## src/rtl/host_wr_queue_if.sv

```systemverilog
// Host-write / vram-write bundle for host_wr_queue: host side drives requests,
// queue side returns the registered vram write and occupancy status.
interface host_wr_queue_if #(
    parameter int ADDR_W     = 13,
    parameter int DATA_W     = 8,
    parameter int DEPTH_LOG2 = 2
);
    logic [ADDR_W-1:0]     hostAddr;
    logic [DATA_W-1:0]     hostWrData;
    logic                  hostWr;
    logic                  drainEn;
    logic                  clrOvf;
    logic [ADDR_W-1:0]     vramAddr;
    logic [DATA_W-1:0]     vramWrData;
    logic                  vramWr;
    logic                  full;
    logic                  empty;
    logic [DEPTH_LOG2:0]   level;
    logic                  overflow;

    modport master (
        output hostAddr, hostWrData, hostWr, drainEn, clrOvf,
        input  vramAddr, vramWrData, vramWr, full, empty, level, overflow
    );

    modport slave (
        input  hostAddr, hostWrData, hostWr, drainEn, clrOvf,
        output vramAddr, vramWrData, vramWr, full, empty, level, overflow
    );
endinterface

```

## src/rtl/host_wr_queue.sv

```systemverilog
// Small write FIFO between host and vram, drained one entry per enabled cycle.
// Optional HOSTWR_COALESCE_EN merges back-to-back writes to the same address.
module host_wr_queue #(
    parameter int ADDR_W     = 13,
    parameter int DATA_W     = 8,
    parameter int DEPTH_LOG2 = 2
) (
    input logic            clk,
    input logic            rst,
    host_wr_queue_if.slave bus
);
    localparam int DEPTH = 1 << DEPTH_LOG2;
    localparam logic [DEPTH_LOG2:0]   LVL_FULL = (DEPTH_LOG2+1)'(DEPTH);
    localparam logic [DEPTH_LOG2:0]   LVL_ONE  = (DEPTH_LOG2+1)'(1);
    localparam logic [DEPTH_LOG2-1:0] PTR_ONE  = DEPTH_LOG2'(1);

    logic [ADDR_W-1:0] addr_mem [DEPTH];
    logic [DATA_W-1:0] data_mem [DEPTH];

    logic [DEPTH_LOG2-1:0] wptr_q, wptr_d, rptr_q, rptr_d;
    logic [DEPTH_LOG2:0]   level_q, level_d;
    logic                  ovf_q, ovf_d;
    logic [ADDR_W-1:0]     vaddr_q, vaddr_d;
    logic [DATA_W-1:0]     vdata_q, vdata_d;
    logic                  vwr_q, vwr_d;

    logic full, empty, deq, enq, drop, coal;

    assign full  = (level_q == LVL_FULL);
    assign empty = (level_q == '0);
    assign deq   = bus.drainEn & !empty;

`ifdef HOSTWR_COALESCE_EN
    logic [DEPTH_LOG2-1:0] tail;
    assign tail = wptr_q - PTR_ONE;
    // A single entry that is leaving this cycle cannot absorb new data.
    assign coal = bus.hostWr & !empty & (bus.hostAddr == addr_mem[tail])
                & !((level_q == LVL_ONE) & deq);
`else
    assign coal = 1'b0;
`endif

    assign enq  = bus.hostWr & !coal & (!full | deq);
    assign drop = bus.hostWr & !coal & full & !deq;

    always_comb begin
        wptr_d  = wptr_q;
        rptr_d  = rptr_q;
        level_d = level_q;
        ovf_d   = ovf_q;
        vaddr_d = vaddr_q;
        vdata_d = vdata_q;
        vwr_d   = deq;
        if (enq) wptr_d = wptr_q + PTR_ONE;
        if (deq) begin
            rptr_d  = rptr_q + PTR_ONE;
            vaddr_d = addr_mem[rptr_q];
            vdata_d = data_mem[rptr_q];
        end
        if (enq && !deq) level_d = level_q + LVL_ONE;
        if (deq && !enq) level_d = level_q - LVL_ONE;
        // Set has priority over clear.
        if (bus.clrOvf) ovf_d = 1'b0;
        if (drop)       ovf_d = 1'b1;
    end

    always_ff @(posedge clk) begin
        if (rst) begin
            wptr_q  <= '0;
            rptr_q  <= '0;
            level_q <= '0;
            ovf_q   <= 1'b0;
            vaddr_q <= '0;
            vdata_q <= '0;
            vwr_q   <= 1'b0;
        end else begin
            wptr_q  <= wptr_d;
            rptr_q  <= rptr_d;
            level_q <= level_d;
            ovf_q   <= ovf_d;
            vaddr_q <= vaddr_d;
            vdata_q <= vdata_d;
            vwr_q   <= vwr_d;
        end
    end

    // Storage is never reset; pointers and level define what is valid.
    always_ff @(posedge clk) begin
        if (enq) begin
            addr_mem[wptr_q] <= bus.hostAddr;
            data_mem[wptr_q] <= bus.hostWrData;
        end
`ifdef HOSTWR_COALESCE_EN
        else if (coal) begin
            data_mem[tail] <= bus.hostWrData;
        end
`endif
    end

    assign bus.vramAddr   = vaddr_q;
    assign bus.vramWrData = vdata_q;
    assign bus.vramWr     = vwr_q;
    assign bus.full       = full;
    assign bus.empty      = empty;
    assign bus.level      = level_q;
    assign bus.overflow   = ovf_q;
endmodule
```

## src/flat_wrapper.sv

```systemverilog
// flat-port wrapper written by rule: the top's interface ports become plain ports
module host_wr_queue_flat 
#(
    parameter int ADDR_W     = 13,
    parameter int DATA_W     = 8,
    parameter int DEPTH_LOG2 = 2
)
  (clk, rst, bus_hostAddr, bus_hostWrData, bus_hostWr, bus_drainEn, bus_clrOvf, bus_vramAddr, bus_vramWrData, bus_vramWr, bus_full, bus_empty, bus_level, bus_overflow);
  host_wr_queue_if #(.ADDR_W(ADDR_W), .DATA_W(DATA_W), .DEPTH_LOG2(DEPTH_LOG2)) bus_i ();
  input logic clk;
  input logic rst;
  input wire logic [$bits(bus_i.hostAddr)-1:0] bus_hostAddr;
  input wire logic [$bits(bus_i.hostWrData)-1:0] bus_hostWrData;
  input wire logic [$bits(bus_i.hostWr)-1:0] bus_hostWr;
  input wire logic [$bits(bus_i.drainEn)-1:0] bus_drainEn;
  input wire logic [$bits(bus_i.clrOvf)-1:0] bus_clrOvf;
  output wire logic [$bits(bus_i.vramAddr)-1:0] bus_vramAddr;
  output wire logic [$bits(bus_i.vramWrData)-1:0] bus_vramWrData;
  output wire logic [$bits(bus_i.vramWr)-1:0] bus_vramWr;
  output wire logic [$bits(bus_i.full)-1:0] bus_full;
  output wire logic [$bits(bus_i.empty)-1:0] bus_empty;
  output wire logic [$bits(bus_i.level)-1:0] bus_level;
  output wire logic [$bits(bus_i.overflow)-1:0] bus_overflow;
  assign bus_i.hostAddr = bus_hostAddr;
  assign bus_i.hostWrData = bus_hostWrData;
  assign bus_i.hostWr = bus_hostWr;
  assign bus_i.drainEn = bus_drainEn;
  assign bus_i.clrOvf = bus_clrOvf;
  assign bus_vramAddr = bus_i.vramAddr;
  assign bus_vramWrData = bus_i.vramWrData;
  assign bus_vramWr = bus_i.vramWr;
  assign bus_full = bus_i.full;
  assign bus_empty = bus_i.empty;
  assign bus_level = bus_i.level;
  assign bus_overflow = bus_i.overflow;
  host_wr_queue #(.ADDR_W(ADDR_W), .DATA_W(DATA_W), .DEPTH_LOG2(DEPTH_LOG2)) u_core (.clk(clk), .rst(rst), .bus(bus_i));
endmodule
```

## config.mk

```make
export PLATFORM = sky130hd
export DESIGN_NAME = host_wr_queue_flat
export DESIGN_NICKNAME = d
export VERILOG_FILES = /design/src/rtl/host_wr_queue_if.sv /design/src/rtl/host_wr_queue.sv /design/src/flat_wrapper.sv
export SDC_FILE = /design/constraint.sdc
export NUM_CORES = 1
export LEC_CHECK = 0
export ABC_AREA = 1
export CAP_MARGIN = 25
export CORE_ASPECT_RATIO = 0.5
export CORE_MARGIN = 2
export CORE_UTILIZATION = 57
export CTS_BUF_LIST = sky130_fd_sc_hd__clkbuf_2
export DETAILED_ROUTE_END_ITERATION = 8
export GPL_ROUTABILITY_DRIVEN = 0
export MAX_ROUTING_LAYER = met4
export PLACE_DENSITY = 0.81
export SLEW_MARGIN = 20
export SYNTH_ARGS = -nofsm -noshare
export SYNTH_HDL_FRONTEND = slang
export SYNTH_SLANG_ARGS = --single-unit
```

## constraint.sdc

```tcl
create_clock -name clk -period 5.05 [get_ports clk]
set_input_delay 1.2625 -clock clk [delete_from_list [all_inputs] [get_ports clk]]
set_output_delay 1.2625 -clock clk [all_outputs]
set_load 0.03 [all_outputs]
```

==> results list, run 1 <==
- Die Y: 65.8 um
- The tightest min-delay check is of the reg2reg type.
* TritonCTS Buffers: 17
- At the end of the flow, the number of nets in the layout was 448.
* Pin count of the biggest net entering global routing: 45
- The routed design could run at a clock period as short as 3.36 ns.
- After synthesis, the most frequently instantiated cells are nor2_1 (91), edfxtp_1 (84), o21ai_0 (39), dfxtp_1 (30), o21ai_1 (28).
* Data arrival at the endpoint of the critical path: 2.10 ns
- The die covers 8380 um^2.
- The share of total power dissipated in combinational logic is 24.6%.
- The slowest stage of the critical path belongs to the cell clkdlybuf4s50_1.
- Average instance area after synthesis: 12.0 um^2
* VDD IR max: 297 uV
* Number of rows in the core area: 22
- In the routed design, unresolved DRC markers number 0.
- The later pin in the worst-skew pair is clocked with a latency of 0.65 ns.
- Antenna cell count: 0
- The critical path contains buffers and inverters numbering 2 combined.
- Total via count in the routed design: 2947
* Gate family responsible for the most delay along the worst path: buffers and inverters
- Leak: 1.84 nW
* Sequential fraction of design power: 48.0%
* Final cell count without fillers: 526
- The number of antenna violations at the first check in global routing was 0.
- In this run the worst path has a maximum fanout of 4.
- Slew Limit Headroom: 42.1%
- Number of distinct library cell variants in the gate-level netlist after synthesis: 26
* Slew at the pin closest to its max-slew limit: 0.868 ns
- The clock arrives with 0.0314 ns of skew.
- Sum of negative setup slack: 0 ns
- Pwr per Cell Area: 457 nW/um^2
- Layout cell share with drive strength beyond 1: 11.2%
- Biggest area consumer among synthesized cells: edfxtp_1
* Clock net sink count: 114
- The share of the Yosys chip area taken by registers is 71.8%.
- The number of global-route vias before repair came to 2991.
- Global routing consumed, over all layers together, 24.6% of the routing resources.
- Net count after synthesis: 392
* Area share of the largest cell type after synthesis: 58.0%
- The design draws 0.00238 W.
* Final Slew Violations: 0
- The worst setup path is captured at a primary output.
- Summed over all layers, the routed wires come to 9.24 mm.
* Peak per-stage delay on the critical path: 0.68 ns
- Async S/R FF share, synth: 0%
- The worst setup path is launched from a register.
- Mean routed wirelength per cell: 17.6 um
- Of the available clock period, the critical path in the final layout requires 66.6%.
* Post-Syn Area: 4350 um^2
- Data on the critical path is required at its endpoint by 3.79 ns.
- Half-perimeter wire length after placement: 5.50 mm
- Number of cells in the design after placement: 494
- Sorting the synthesized cells by area gives the leading types as edfxtp_1 (58%), dfxtp_1 (14%), nor2_1 (7.9%).
- The H-tree was split into 4 levels.
* Cell with the most instances after synthesis: nor2_1
* Filler cells: 488
- Quantity of I/O buffers inserted on ports: 53
- Hold Buf Count CTS: 0
- The core region is 7350 um^2.
* Number of synthesized register bits: 114
- Post-CTS Setup Inserts: 0
- Dividing the detail-routed via count by the number of cells gives 5.60.
- The clock network is responsible for 27.4% of the overall power.
- Status: completed
* FMAX: 0.298 GHz
- The number of gates resized after CTS was 0.
- Post-route antenna net violation count: 0
* Synthesis Warnings: 0
- The first routing iteration left 283 violations.
- Net switching is 33.4% of the power.
- Dominant register cell in the synthesized netlist: edfxtp_1
- The critical path goes through nor2_4, nand2_2, inv_1, clkdlybuf4s50_1.
- 54 I/O pins were placed.
* Net switching power: 0.000797 W
- For this configuration, the core starts out at a cell density of 59.2%.
- The setup path with the least slack is of type reg2out.
- Max-cap violations in this run came to 0.
- Number of iterations in the first detailed-routing pass: 6
- Clock-pin slew of the registers on the worst-case setup and hold paths: 0.19 ns
* Number of instances in the synthesized netlist: 361
- Global-route congestion overflow total: 0
- Post-synth EDFFs: 84
- Final hold viol count: 0
- The first global-routing pass estimated 14.7 mm of wire.
* Maximum number of buffers from clock root to sink: 2
- Setup violations remaining at the end of the flow were counted as 0.
- The area growth from synthesis to layout is 20.0%.
- Clock tree from TritonCTS: built
- Cell internal power was estimated by the tool at 0.00159 W.
* Die X-Extent: 128 um
* Setup repair after global routing missed its margin: false
- CTS placed an instance of clkbuf_2 at the clock tree root.
## power by group through the flow
stage               registers, W  logic (W)  clock network [W]
detailed placement       0.00116   0.000582                  0
finish                   0.00114   0.000585           0.000653
floorplan                0.00125   0.000291                  0
global route             0.00115   0.000635           0.000699
CTS                      0.00114   0.000586           0.000661
global placement         0.00116   0.000553                  0
## worst register-to-register path, cell delays in order (launching register included)
cell	delay, ns
dfxtp_1	0.46
nor2_4	0.08
nand2_2	0.13
o21ai_4	0.13
nor2_2	0.55
buf_8	0.24
## cells in the final DEF (no fill, tap or decap)
cell type	instances
clkinv_4	4
nand2_2	1
o22ai_1	21
bufinv_16	3
inv_1	15
inv_4	2
buf_8	2
inv_2	1
inv_6	3
o21ai_0	39
nor2_4	3
nand2_4	2
edfxtp_1	84
clkinvlp_4	3
clkinv_1	1
dfxtp_1	30
fa_1	1
nand4_1	2
o21ai_4	1
o21ai_1	28
nand2_1	6
a21boi_0	1
nor2_2	2
clkinv_2	1
buf_4	1
nor2_1	87
nand3_1	4
a21oi_1	6
a21oi_2	1
clkbuf_2	17
ha_1	4
clkdlybuf4s50_1	53
nand3_2	1
## state kept, by name (all words and copies together) (netlist names)
name	cells
u_core.wptr_q	2
u_core.bus.vramWr	1
u_core.bus.vramAddr	13
u_core.data_mem	32
u_core.addr_mem	52
u_core.bus.overflow	1
u_core.rptr_q	2
u_core.bus.vramWrData	8
u_core.bus.level	3
## routing by layer
layer	up-vias	GRT usage, %	wire length (um)
li1	1394	-	-
met1	1413	29.3	3850
met2	124	41.2	4570
met3	16	5.62	661
met4	0	10.9	163
met5	-	-	0
## area by class of cell
| cell class | count | area, um^2 | share of cell area [%] |
|---|---|---|---|
| multi-input cells | 210 | 1070 | 20.4 |
| repair buffers | 56 | 568 | 10.9 |
| clock buffers | 17 | 85.1 | 1.63 |
| flip-flops and latches | 114 | 3120 | 59.9 |
| clock inverters | 15 | 183 | 3.50 |
| inverters | 18 | 72.6 | 1.39 |
| well taps | 96 | 120 | 2.30 |
## path summary, 6_finish.rpt
check,from,end,slack [ns],cells after the start
worst max-delay path,u_core.bus.level[1]$_SDFFE_PP0P_,bus_full,1.69,4
worst min-delay path,u_core.bus.overflow$_SDFFE_PP0P_,u_core.bus.overflow$_SDFFE_PP0P_,0.49,2
worst max register to register,u_core.bus.level[1]$_SDFFE_PP0P_,u_core.data_mem[2][2]$_DFFE_PP_,3.17,5
worst min register to register,u_core.bus.overflow$_SDFFE_PP0P_,u_core.bus.overflow$_SDFFE_PP0P_,0.49,2
## cell families (layout without fill, tap and decap cells)
group / Yosys count / count (layout) / share of synthesized area (%)
DFF: 114 / 114 / 71.8
buffers and inverters: 37 / 106 / 4.11
adders and majority gates: 5 / 5 / 1.61
AOI/OAI and AO/OA: 97 / 97 / 12.2
and+or+nand+nor: 108 / 108 / 10.3
## metrics by stage
stage                     instance area [um^2]  util, %  setup slack [ns]  hold WS (ns)
after floorplan                           4350        -              2.41         0.491
after global placement                    4910     66.8              1.68         0.453
after detailed placement                  4950     67.3              1.86         0.480
after CTS                                 5220     71.0              1.65         0.502
after global routing                      5220     71.0              1.58         0.543
final                                     5220     71.0              1.69         0.493
Note: power is estimated with default switching activity, not from simulation.
==> inputs of run 2 (changes only) <==
--- a/config.mk
+++ b/config.mk
@@ -9,12 +9,12 @@
 export CAP_MARGIN = 25
 export CORE_ASPECT_RATIO = 0.5
 export CORE_MARGIN = 2
-export CORE_UTILIZATION = 57
+export CORE_UTILIZATION = 52
 export CTS_BUF_LIST = sky130_fd_sc_hd__clkbuf_2
 export DETAILED_ROUTE_END_ITERATION = 8
 export GPL_ROUTABILITY_DRIVEN = 0
 export MAX_ROUTING_LAYER = met4
-export PLACE_DENSITY = 0.81
+export PLACE_DENSITY = 0.77
 export SLEW_MARGIN = 20
 export SYNTH_ARGS = -nofsm -noshare
 export SYNTH_HDL_FRONTEND = slang
==> constraint.sdc (replaced) <==
create_clock -name clk -period 2.8 [get_ports clk]
set_input_delay 0.7 -clock clk [delete_from_list [all_inputs] [get_ports clk]]
set_output_delay 0.7 -clock clk [all_outputs]
set_load 0.03 [all_outputs]
==> run 2 against run 1 <==
  * Highest routed layer unchanged
  * Design area increased by 0.77%
  * Critical path depth shrank 3
  * Clock skew fell by 0.0041 ns
  * Sequential share of layout area is 0.46 points lower
  * Die area is 9.2% higher
  * Clock power grew 64%
==> results list, run 2 (synthesis results as in run 1) <==
* Reg-to-reg setup timing slack: 1.07 ns (-2.10 ns)
- The critical path starts at u_core.bus.level[0]$_SDFFE_PP0P_.
- The total power consumption of the routed design was 0.00418 W (+76%).
* Clock-pin slew of the registers on the worst-case setup and hold paths: 0.15 ns (-0.04 ns)
- The worst register-to-register path begins at u_core.bus.level[1]$_SDFFE_PP0P_.
- Total via count in the routed design: 2899 (-1.6%)
- The worst setup path is launched from a register.
- Maximum number of buffers from clock root to sink: 2 (unchanged)
- The placeable core region came to 8060 um^2 (+9.6%).
* Number of placed I/O pins: 54 (unchanged)
* Switching share of power: 31.8% (-1.7 points)
* Required arrival time at the worst endpoint: 2.10 ns (-1.69 ns)
* Global Route met2 Usage: 36.5% (-4.6 points)
- Vias/cell: 5.26 (-6.1%)
* Sum of negative setup slack: 0 ns (unchanged)
- The antenna diode count is 0 (unchanged).
- The global-route wire length before repair is 14.0 mm (-5.1%).
- Post-CTS Setup Inserts: 0 (unchanged)
- Number of cells on the critical path: 1 (-3)
* Mean routed wirelength per cell: 15.6 um (-11%)
- Gate family responsible for the most delay along the worst path: buffers and inverters
- Post-route antenna net violation count: 0 (unchanged)
* Path class of the lowest-slack min-delay path: reg2reg
* Filler cells: 622 (+27%)
- The starting utilization of the core area is 54.0% (-5.2 points).
- Global Route met1 Usage: 23.0% (-6.3 points)
* Number of iterations in the first detailed-routing pass: 5 (-1)
* Peak per-stage delay on the critical path: 0.71 ns (+0.03 ns)
* Slowest stage cell, crit path: clkdlybuf4s50_1
* Area of the die: 9150 um^2 (+9.2%)
* Clock tree from TritonCTS: built
- Most common library cell in the layout ignoring fill and taps: nor2_1
- The sequential cell fraction of total power is 49.1% (+1.1 points).
- The number of global-route vias before repair was 3026 (+1.2%).
* Status: completed
* Final hold viol count: 0 (unchanged)
* Data arrival at the endpoint of the critical path: 1.80 ns (-0.30 ns)
- Following the worst setup path forward leads to its endpoint at bus_level[0].
- Top Usage Layer GRT: met2
- Final Slew Violations: 0 (unchanged)
- The headroom to the max-slew limit is 70.2% (+28 points).
- Number of rows in the core area: 23 (+4.5%)
- Top library cells by usage in the layout, fill and taps aside: nor2_1 (87), edfxtp_1 (84), clkdlybuf4s50_1 (51), o21ai_0 (39), dfxtp_1 (30)
* DRC marker count from the first detailed-route iteration: 237 (-16%)
- Clock net sink count: 114 (unchanged)
- Antenna violations before repair: 0 (unchanged)
- The smallest clock period supported by the final layout is computed as 2.50 ns.
- Final worst-path cycle share: 89.2%
- Layout overhead on the synthesized area: 20.9%
* Pwr per Cell Area: 796 nW/um^2 (+74%)
- The global routing usage on met3 was 6.87% (+1.3 points).
- The source-to-sink clock delay at the later pin of the worst-skew pair came to 0.64 ns (about the same).
- Path depth of the worst reg2reg path: 8 (+3)
- Hold Buf Count CTS: 0 (unchanged)
- The CTS H-tree depth came to 4 (unchanged).
- The internal power consumption was 0.00285 W (+80%).
- Die Y: 68.7 um (+4.4%)
* Hold Worst Slack: 0.481 ns (-0.0126 ns)
- Root cell of the clock tree: clkbuf_2
* Global-route congestion overflow total: 0 (unchanged)
- The combinational share of power is 25.3% (+0.7 points).
* TritonCTS Buffers: 17 (unchanged)
- The net count reported at finish was 457 (+2.0%).
* Layout cell share with drive strength beyond 1: 12.5% (+1.4 points)
- Half-perimeter wire length after placement: 5.43 mm (-1.2%)
- Die X-Extent: 133 um (+4.5%)
- Tot GR Track Use: 21.4% (-3.2 points)
- Pin count of the biggest net entering global routing: 45 (unchanged)
- Post-detailed-routing wire length: 8.60 mm (-7.0%)
- Clk network pwr share: 25.6% (-1.8 points)
- R2R Path End: u_core.bus.level[2]$_SDFFE_PP0P_
* Maximum Capacitance Violations: 0 (unchanged)
* Capturing element type of the critical path: primary output
* Leak: 1.91 nW (+3.5%)
- The critical path buffer and inverter count is 1 (-1).
- Maximum net fanout on the critical path: 4 (unchanged)
- Net switching power: 0.00133 W (+67%)
- The final clock skew is 0.0273 ns (-0.00415 ns).
- The flip-flop count of the largest register after layout was 52 (unchanged).
* Slew at the pin closest to its max-slew limit: 0.446 ns (-0.422 ns)
- The post-detailed-route DRC marker count is 0 (unchanged).
- Traced cell by cell, the critical path runs through clkdlybuf4s50_1.
* VDD IR max: 283 uV (-4.7%)
- Setup repair after global routing missed its margin: false
* Quantity of I/O buffers inserted on ports: 53 (unchanged)
* Largest register by flop count: u_core.addr_mem
- FMAX: 0.400 GHz
- The count of final setup violators is 0 (unchanged).
* CP Class: reg2out
==> run 2: changes by cell type in the layout (fill, tap and decap cells not counted), sizes merged <==
| cell | change |
|---|---|
| buf | +9 |
| inv | -3 |
| clkinvlp | -1 |
| clkbuf | +2 |
| clkinv | +2 |
| dlymetal6s2s | +2 |
| clkdlybuf4s50 | -2 |
==> run 2: area by class of cell <==
class / count / area [um^2] / share of cell area [%]
well taps: 112 / 140 / 2.67
clock inverters: 13 / 145 / 2.76
repair buffers: 65 / 626 / 11.9
inverters: 18 / 72.6 / 1.38
flip-flops and latches: 114 / 3120 / 59.4
multi-input cells: 210 / 1060 / 20.1
clock buffers: 19 / 95.1 / 1.81
==> run 2: timing repair <==
item / CTS / global route
hold endpoints to repair: 0 / 0
endpoints found under the setup margin: 0 / 2
gates resized for setup: 0 / 2
==> run 2: through the flow <==
stage	setup WS, ns	cells	cell area (um^2)	utilization [%]
6_report	0.302	551	5260	65.2
5_1_grt	0.173	551	5260	65.2
4_1_cts	0.00159	551	5250	65.2
3_5_place_dp	0.290	519	5010	62.2
3_3_place_gp	0.413	519	5010	62.2
2_1_floorplan	0.634	361	4350	-
==> run 2: routing by layer <==
| metal | share of wire [%] | up-vias |
|---|---|---|
| li1 | - | 1416 |
| met2 | 51 | 77 |
| met4 | 0.91 | 0 |
| met3 | 5.3 | 9 |
| met5 | 0 | - |
| met1 | 43 | 1397 |
==> run 2: worst register-to-register path, delay by kind of cell, from the launching register on <==
family          cells  cell delay, ns
simple gates        5            0.50
flops               1            0.46
fa+ha+maj           1            0.42
compound gates      1            0.19
buf+inv             1            0.07
==> run 2: power groups by stage <==
stage | clock, W | sequential [W] | combinational (W)
global route | 0.00118 | 0.00207 | 0.00116
finish | 0.00107 | 0.00205 | 0.00106
global placement | 0 | 0.00208 | 0.00102
CTS | 0.00109 | 0.00206 | 0.00106
floorplan | 0 | 0.00226 | 0.000524
detailed placement | 0 | 0.00209 | 0.00106
==> run 2: worst min path at each step <==
stage                                           startpoint                                to  slack (ns)  depth (start not counted)
final                     u_core.bus.overflow$_SDFFE_PP0P_  u_core.bus.overflow$_SDFFE_PP0P_        0.48                          2
after global routing      u_core.bus.overflow$_SDFFE_PP0P_  u_core.bus.overflow$_SDFFE_PP0P_        0.52                          2
after CTS                 u_core.bus.overflow$_SDFFE_PP0P_  u_core.bus.overflow$_SDFFE_PP0P_        0.49                          2
after detailed placement  u_core.bus.overflow$_SDFFE_PP0P_  u_core.bus.overflow$_SDFFE_PP0P_        0.47                          2
after global placement    u_core.bus.overflow$_SDFFE_PP0P_  u_core.bus.overflow$_SDFFE_PP0P_        0.45                          2
after floorplan              u_core.wptr_q[1]$_SDFFE_PP0P_     u_core.wptr_q[1]$_SDFFE_PP0P_        0.49                          2
